$ cat src/rtl/alu_pkg.sv
// Shared ALU definitions: datapath width, operation encoding and legality check.
package alu_pkg;

  localparam int XLEN = 32;

  typedef enum logic [3:0] {
    ALU_ADD    = 4'b0000,
    ALU_SLL    = 4'b0001,
    ALU_SLT    = 4'b0010,
    ALU_SLTU   = 4'b0011,
    ALU_XOR    = 4'b0100,
    ALU_SRL    = 4'b0101,
    ALU_OR     = 4'b0110,
    ALU_AND    = 4'b0111,
    ALU_SUB    = 4'b1000,
    ALU_PASS_B = 4'b1001,
    ALU_SRA    = 4'b1101
  } alu_op_e;

  function automatic logic is_legal_alu_op(input logic [3:0] op);
    logic legal;
    legal = 1'b0;
    case (op)
      ALU_ADD, ALU_SLL, ALU_SLT, ALU_SLTU, ALU_XOR, ALU_SRL,
      ALU_OR, ALU_AND, ALU_SUB, ALU_PASS_B, ALU_SRA: legal = 1'b1;
      default: legal = 1'b0;
    endcase
    return legal;
  endfunction

endpackage

$ cat src/rtl/alu.sv
// Combinational integer ALU; unknown op codes produce zero.
module alu
  import alu_pkg::*;
(
  input  logic [XLEN-1:0] a,
  input  logic [XLEN-1:0] b,
  input  logic [3:0]      alu_op,
  output logic [XLEN-1:0] alu_res
);

  logic [4:0] shamt;
  assign shamt = b[4:0];

  always_comb begin
    alu_res = '0;
    case (alu_op)
      ALU_ADD:    alu_res = a + b;
      ALU_SUB:    alu_res = a - b;
      ALU_SLL:    alu_res = a << shamt;
      ALU_SRL:    alu_res = a >> shamt;
      ALU_SRA:    alu_res = $unsigned($signed(a) >>> shamt);
      ALU_XOR:    alu_res = a ^ b;
      ALU_OR:     alu_res = a | b;
      ALU_AND:    alu_res = a & b;
      ALU_SLT:    alu_res = {{(XLEN-1){1'b0}}, ($signed(a) < $signed(b))};
      ALU_SLTU:   alu_res = {{(XLEN-1){1'b0}}, (a < b)};
      ALU_PASS_B: alu_res = b;
      default:    alu_res = '0;
    endcase
  end

endmodule

$ cat src/rtl/alu_arbiter.sv
// Round-robin sharing of one ALU between NUM_REQ requesters, with a registered
// result returned on a single tagged valid/ready response channel.
module alu_arbiter
  import alu_pkg::*;
#(
  parameter int NUM_REQ = 2,
  parameter int ID_W    = (NUM_REQ > 1) ? $clog2(NUM_REQ) : 1
) (
  input  logic                    clk,
  input  logic                    rst_n,
  input  logic [NUM_REQ-1:0]      req_valid,
  output logic [NUM_REQ-1:0]      req_ready,
  input  logic [NUM_REQ*XLEN-1:0] req_a,
  input  logic [NUM_REQ*XLEN-1:0] req_b,
  input  logic [NUM_REQ*4-1:0]    req_op,
  output logic                    resp_valid,
  input  logic                    resp_ready,
  output logic [XLEN-1:0]         resp_result,
  output logic [ID_W-1:0]         resp_id,
  output logic                    resp_err
);

  typedef enum logic {S_IDLE, S_RESP} state_e;

  state_e          state_q, state_d;
  logic [ID_W-1:0] rr_ptr_q, rr_ptr_d;
  logic [XLEN-1:0] resp_result_q, resp_result_d;
  logic [ID_W-1:0] resp_id_q, resp_id_d;
  logic            resp_err_q, resp_err_d;

  logic [XLEN-1:0] a_arr  [NUM_REQ];
  logic [XLEN-1:0] b_arr  [NUM_REQ];
  logic [3:0]      op_arr [NUM_REQ];

  genvar gi;
  generate
    for (gi = 0; gi < NUM_REQ; gi++) begin : g_unpack
      assign a_arr[gi]  = req_a[gi*XLEN +: XLEN];
      assign b_arr[gi]  = req_b[gi*XLEN +: XLEN];
      assign op_arr[gi] = req_op[gi*4 +: 4];
    end
  endgenerate

  // Returns {found, index} of the first valid requester at or after ptr, wrapping.
  function automatic logic [ID_W:0] rr_pick(input logic [NUM_REQ-1:0] valid,
                                            input logic [ID_W-1:0]    ptr);
    logic [ID_W:0]   pick;
    logic [ID_W-1:0] pos;
    int              idx;
    pick = '0;
    for (int i = NUM_REQ - 1; i >= 0; i--) begin
      idx = int'(ptr) + i;
      if (idx >= NUM_REQ) idx = idx - NUM_REQ;
      pos = idx[ID_W-1:0];
      if (valid[pos]) pick = {1'b1, pos};
    end
    return pick;
  endfunction

  logic            grant_found;
  logic [ID_W-1:0] grant_idx;
  logic            can_accept;
  logic            accept;
  logic [XLEN-1:0] alu_res;
  logic [3:0]      op_sel;

  assign {grant_found, grant_idx} = rr_pick(req_valid, rr_ptr_q);
  assign can_accept = rst_n && ((state_q == S_IDLE) || resp_ready);
  assign accept     = can_accept && grant_found;
  assign op_sel     = op_arr[grant_idx];

  always_comb begin
    req_ready = '0;
    if (accept) req_ready[grant_idx] = 1'b1;
  end

  alu u_alu (
    .a      (a_arr[grant_idx]),
    .b      (b_arr[grant_idx]),
    .alu_op (op_sel),
    .alu_res(alu_res)
  );

  always_comb begin
    state_d       = state_q;
    rr_ptr_d      = rr_ptr_q;
    resp_result_d = resp_result_q;
    resp_id_d     = resp_id_q;
    resp_err_d    = resp_err_q;
    if (accept) begin
      state_d       = S_RESP;
      resp_result_d = alu_res;
      resp_id_d     = grant_idx;
      resp_err_d    = !is_legal_alu_op(op_sel);
      // Explicit wrap keeps non-power-of-two requester counts in range.
      rr_ptr_d      = (grant_idx == ID_W'(NUM_REQ - 1)) ? '0 : grant_idx + 1'b1;
    end else if ((state_q == S_RESP) && resp_ready) begin
      state_d = S_IDLE;
    end
  end

  always_ff @(posedge clk) begin
    if (!rst_n) begin
      state_q       <= S_IDLE;
      rr_ptr_q      <= '0;
      resp_result_q <= '0;
      resp_id_q     <= '0;
      resp_err_q    <= 1'b0;
    end else begin
      state_q       <= state_d;
      rr_ptr_q      <= rr_ptr_d;
      resp_result_q <= resp_result_d;
      resp_id_q     <= resp_id_d;
      resp_err_q    <= resp_err_d;
    end
  end

  assign resp_valid  = (state_q == S_RESP);
  assign resp_result = resp_result_q;
  assign resp_id     = resp_id_q;
  assign resp_err    = resp_err_q;

endmodule

$ cat config.mk
export PLATFORM = sky130hd
export DESIGN_NAME = alu_arbiter
export DESIGN_NICKNAME = d
export VERILOG_FILES = /design/src/rtl/alu_pkg.sv /design/src/rtl/alu.sv /design/src/rtl/alu_arbiter.sv
export SDC_FILE = /design/constraint.sdc
export NUM_CORES = 1
export LEC_CHECK = 0
export ABC_AREA = 1
export BUFFER_PORTS_ARGS = -buffer_cell sky130_fd_sc_hd__buf_4
export CAP_MARGIN = 20
export CORE_MARGIN = 2
export CORE_UTILIZATION = 40
export DETAILED_ROUTE_END_ITERATION = 12
export GPL_TIMING_DRIVEN = 0
export SYNTH_ARGS = -nofsm -noshare
export SYNTH_HDL_FRONTEND = slang
export SYNTH_SLANG_ARGS = --single-unit
$ cat constraint.sdc
create_clock -name clk -period 4.8 [get_ports clk]
set_clock_uncertainty 0.15 [all_clocks]
set_input_delay 0.96 -clock clk [delete_from_list [all_inputs] [get_ports clk]]
set_output_delay 0.96 -clock clk [all_outputs]
set_load 0.02 [all_outputs]
==> flow_summary.json, run 1 <==
{
  "r2r-start": "rr_ptr_q",
  "min_path_type": "reg -> reg",
  "place_inst": 2973,
  "synth.most_common_cell": "nand2_1",
  "syn_area_per_cell_um2": 5.13,
  "hp-start": "resp_result[11]",
  "worst_slack_ps": 74.1,
  "layout.area.seq_um2": 721,
  "power_mw": 3.42,
  "fmaxAchievable_mhz": 212,
  "grt_usage": 0.449,
  "p_int_mw": 1.31,
  "switching_share": 0.616,
  "portBuffers": 176,
  "path_class": "in -> reg",
  "drt_wl_total_um": 75800,
  "synth-compound-area-share": 0.182,
  "ys_seq_area_frac": 0.0585,
  "fin_crit_ps": 4730,
  "synth_nets": 2640,
  "cts_tree": "built",
  "clock_latency_ps": 280,
  "maxCapViolations": 0,
  "async_reset_ff_frac": 0,
  "synth.top_cells.by_count": "nand2_1, nand3_1, inv_1",
  "grt_pass1_wl_um": 108000,
  "critPathLaunchType": "input pin",
  "grt_start_max_net_pins": 21,
  "crit_arrival_ps": 4780,
  "cts.sinks": 36,
  "finalNonFillerCells": 2972,
  "initial_core_util": 0.405,
  "ctsHoldBuffers": 0,
  "route.detailed.drc": 0,
  "cts_made_buffers": 5,
  "slew_headroom": 0.248,
  "routabilityCongestion": 1.11,
  "die_x_um": 180,
  "synth_top_family_by_area": "simple AND/OR/NAND/NOR gates",
  "nFillCells": 3480,
  "firstDrtPassIters": 9,
  "ys_warn_count": 0,
  "grt_pass1_vias": 17200,
  "p_leak_nw": 7.48,
  "setup_viol": 0,
  "peakVddDrop_v": 0.000156,
  "via_per_inst": 6.15,
  "dp_slack_ps": -986,
  "syn_to_final_growth_pct": 16.8,
  "pwr-share-comb": 0.792,
  "dp_hpwl_um": 63600,
  "postRouteAntennaNets": 0,
  "rows": 64,
  "antenna_found_initial": 4,
  "fin_nets": 2813,
  "clockBufferDepth": 2,
  "drtIter0Drc": 2454,
  "synth_area_leaders": "nand2_1, nand3_1, ha_1",
  "status": "finished, final reports clean",
  "ys_ff_latch": 36,
  "r2r-end": "resp_result[10]",
  "fin_area_um2": 14400,
  "ys.flop_type": "dfxtp_1",
  "postSynthCellCount": 2400,
  "path_max_fanout": 10,
  "synth_edf_count": 0,
  "synth.top_cell.area_share": 0.230,
  "root_buffer": "clkbuf_16",
  "p_clk_frac": 0.110,
  "drv_slew": 0,
  "htree_levels": 2,
  "overflow": 0,
  "synth_simple_gate_area_frac": 0.514,
  "p_per_area_nw_per_um2": 238,
  "rsz0062_at_grt": "yes",
  "synth_top_area_cell": "nand2_1",
  "rrSetupSlack_ps": 240,
  "cts.clk_slew.worst_paths_ps": 60,
  "end_kind": "flop",
  "finalCritPeriodShare": 0.985,
  "netlist_area_um2": 12300,
  "synth_cell_types": 53,
  "r2r_cells": 17,
  "cp.required_ps": 4850,
  "drive_above_1_share": 0.134,
  "p_sw_mw": 2.11,
  "wire_per_inst_um": 25.5,
  "die_height_um": 180,
  "synthXorXnorAreaFrac": 0.00142,
  "p_seq_frac": 0.098,
  "whs_path_depth": 2,
  "worst_slew_pin_slew_ps": 1120,
  "finalSetupTns_ps": 0,
  "multiInputGateArea_um2": 9930,
  "dieArea_um2": 32200,
  "timing.hold.ws_ps": 321,
  "vias": 18300,
  "fin_util": 0.473,
  "whs_endpoint": "resp_result[11]",
  "synthMuxAreaShare": 0,
  "dpl_cell_area_um2": 14100,
  "core_um2": 30400,
  "finalHoldViolCount": 0,
  "ios": 178,
  "synth_fa_ha_area_frac": 0.102
}
## what timing repair did
item / in CTS / in global routing
endpoints found under the setup margin: 27 / 24
buffers inserted: 1 / 2
endpoints found under the hold margin: 0 / 0
pin swaps: 0 / 2
resized for setup: 5 / 36
## placed cells by master, fill, tap and decap left out, drive strengths merged, types with 5 or more instances in the layout
| master | instances |
|---|---|
| a211oi | 5 |
| a21boi | 5 |
| a21oi | 152 |
| a31oi | 7 |
| buf | 246 |
| clkbuf | 40 |
| dfxtp | 36 |
| ha | 97 |
| inv | 299 |
| nand2 | 777 |
| nand3 | 388 |
| nand3b | 21 |
| nand4 | 28 |
| nor2 | 192 |
| nor3 | 31 |
| nor4 | 5 |
| o211ai | 16 |
| o21ai | 159 |
| o21bai | 8 |
| o22ai | 19 |
| or2 | 7 |
## power groups by stage
stage                     registers, mW  logic [mW]  clock network (mW)
final                             0.337        2.71               0.376
after global routing              0.339        2.86               0.390
after CTS                         0.336        2.56               0.373
after detailed placement          0.342        2.55                   0
after global placement            0.341        2.54                   0
after floorplan                   0.369        1.54                   0
## cell type report
type                            instances  share of cell area
Antenna cell                            2            0.000348
Buffer                                101              0.0404
Clock buffer                            5             0.00870
Clock inverter                          3             0.00296
Inverter                              301              0.0785
Multi-Input combinational cell       1948               0.691
Sequential cell                        36              0.0501
Tap cell                              396              0.0344
Timing Repair Buffer                  180              0.0939
## worst max path at each step
stage	slack, ps	endpoint	from	cells past startpoint
after floorplan	850	resp_result[0]	req_valid[1]	24
after global placement	-940	resp_result[0]	req_valid[1]	24
after detailed placement	-990	resp_result[0]	req_valid[1]	24
after CTS	50	resp_result[0]	req_valid[0]	23
after global routing	-40	resp_result[24]	req_valid[0]	21
final	70	resp_result[0]	req_valid[0]	20
## metal layers
layer,track usage,vias up,part of all wire
met5,0,-,0.00017
met4,0.375,2,0.10
met3,0.100,338,0.11
met2,0.706,1330,0.43
met1,0.520,8393,0.36
li1,-,8219,-
## critical path: stages
cell      delay (ps)
buf_4            130
nand2_4          160
nand2_8          120
buf_6            180
buf_4            180
clkbuf_4         240
o21ai_0          570
ha_2             400
inv_1            100
a21oi_1          200
o21ai_0          210
a21oi_1          350
nand2_1          140
nand3_1          110
nand2_1          150
nand2_1          110
nand3_1           70
nand2_1          150
nand2_1           70
a21oi_1          150
## kinds of logic after synthesis
| kind of cell | Yosys count |
|---|---|
| and+or+nand+nor | 1453 |
| buffers and inverters | 416 |
| AOI/OAI and AO/OA | 394 |
| adders and majority gates | 99 |
| DFF | 36 |
| xor gates and xnor gates | 2 |
## sequential cells by signal, indices dropped and copies added, names as in the netlist
name         flops
rr_ptr_q         1
resp_result     32
resp_valid       1
resp_id          1
resp_err         1
Note: power is estimated with default switching activity, not from simulation.
==> inputs of run 2 (changes only) <==
==> constraint.sdc (replaced) <==
create_clock -name clk -period 6 [get_ports clk]
set_clock_uncertainty 0.15 [all_clocks]
set_input_delay 1.2 -clock clk [delete_from_list [all_inputs] [get_ports clk]]
set_output_delay 1.2 -clock clk [all_outputs]
set_load 0.05 [all_outputs]
==> run 2 against run 1 <==
Effect of this change: power down 19%; design area decreased by 0.28%; sequential share of layout area about the same; via count hardly changed; critical endpoint unchanged; largest cell class unchanged.
==> flow_summary.json, run 2 (synthesis gave the netlist of run 1 again) <==
{
  "status": "finished, final reports clean",
  "drv_slew": 0,
  "dieArea_um2": 32200,
  "grt_usage": 0.449,
  "cts_tree": "built",
  "overflow": 0,
  "htree_levels": 2,
  "timing.hold.ws_ps": 321,
  "hp-start": "resp_result[4]",
  "fin_crit_ps": 5880,
  "setup_viol": 0,
  "dp_slack_ps": -26.2,
  "fin_util": 0.471,
  "firstDrtPassIters": 8,
  "post_cts_buffers": 0,
  "path_class": "in -> reg",
  "cp.required_ps": 5990,
  "p_per_area_nw_per_um2": 193,
  "portBuffers": 176,
  "fmaxAchievable_mhz": 170,
  "min_path_type": "reg -> reg",
  "drt_wl_total_um": 76000,
  "cts.clk_slew.worst_paths_ps": 60,
  "drtIter0Drc": 2625,
  "layout.area.seq_um2": 721,
  "crit_arrival_ps": 5870,
  "end_kind": "flop",
  "fin_nets": 2828,
  "whs_path_depth": 2,
  "largest_reg_flops": 32,
  "worst_slew_pin_slew_ps": 1190,
  "route.detailed.drc": 0,
  "ctsHoldBuffers": 0,
  "critPathLaunchType": "input pin",
  "slew_headroom": 0.200,
  "die_x_um": 180,
  "routabilityCongestion": 1.11,
  "finalNonFillerCells": 2986,
  "wire_per_inst_um": 25.4,
  "antenna_found_initial": 3,
  "root_buffer": "clkbuf_16",
  "maxCapViolations": 0,
  "multiInputGateArea_um2": 9860,
  "finalCritPeriodShare": 0.980,
  "rsz0062_at_grt": "no",
  "crit_start": "req_valid[0]",
  "grt_pass1_wl_um": 108000,
  "clockBufferDepth": 2,
  "p_leak_nw": 7.49,
  "r2r-start": "rr_ptr_q",
  "dp_hpwl_um": 63600,
  "finalSetupTns_ps": 0,
  "power_mw": 2.77,
  "die_height_um": 180,
  "drive_above_1_share": 0.126,
  "postRouteAntennaNets": 0,
  "core_um2": 30400,
  "clock_latency_ps": 280,
  "r2r_cells": 24,
  "peakVddDrop_v": 0.000128,
  "via_per_inst": 6.12,
  "vias": 18300,
  "place_inst": 2973,
  "initial_core_util": 0.405,
  "syn_to_final_growth_pct": 16.4,
  "grt_pass1_vias": 17200,
  "fin_area_um2": 14300,
  "dpl_cell_area_um2": 14100,
  "cts_resized": 0,
  "nFillCells": 3478,
  "final_cell_mix": "nand2_1, nand3_1, inv_1",
  "ios": 178,
  "layout_commonest_cell": "nand2_1",
  "rows": 64,
  "worst_slack_ps": 120,
  "grt_start_max_net_pins": 13,
  "path_max_fanout": 11,
  "cts.sinks": 36,
  "finalHoldViolCount": 0,
  "cts_made_buffers": 5
}
-- run 2: cell types whose count changed in the layout (fill, tap and decap cells not counted), sizes merged --
cell and delta:
clkbuf +7, buf +8, diode -1
-- run 2: worst paths after layout --
| path | slack [ps] | end |
|---|---|---|
| hold reg to reg | 320 | resp_result[4] |
| hold / removal | 320 | resp_result[4] |
| setup reg to reg | 670 | resp_result[0] |
| setup / recovery | 120 | resp_result[0] |
-- run 2: area by class of cell --
| type | count | area share |
|---|---|---|
| flip-flops and latches | 36 | 0.0502 |
| diodes | 1 | 0.000174 |
| clock buffers | 5 | 0.00872 |
| inverters | 301 | 0.0788 |
| clock inverters | 3 | 0.00297 |
| plain buffers | 115 | 0.0427 |
| repair buffers | 181 | 0.0947 |
| well taps | 396 | 0.0345 |
| multi-input cells | 1948 | 0.687 |
-- run 2: critical path: stages --
cell and delay (ps):
buf_4 130, nand2_4 160, nand2_8 120, buf_6 180, o21ai_4 260, buf_2 360
buf_1 750, ha_1 260, clkbuf_1 370, inv_1 220, nor2_1 400, nand2_1 130
inv_1 80, nand2_1 50, nand2_1 230, nand2_1 110, nand2_1 110, nand3_1 90
nand2_1 190, nand2_1 90, nand3_1 70, nand2_1 110, nand2_1 80, a21oi_1 70
-- run 2: power breakdown --
part           switching (mW)  internal (mW)  total, mW
Sequential             0.0107          0.259      0.269
Combinational            1.61          0.585       2.20
Clock                   0.104          0.195      0.299
-- run 2: per-layer routing --
metal  track usage  routed length, um
met5             0                 13
met1         0.518              27200
met4         0.374               7820
met2         0.705              32400
met3         0.107               8540
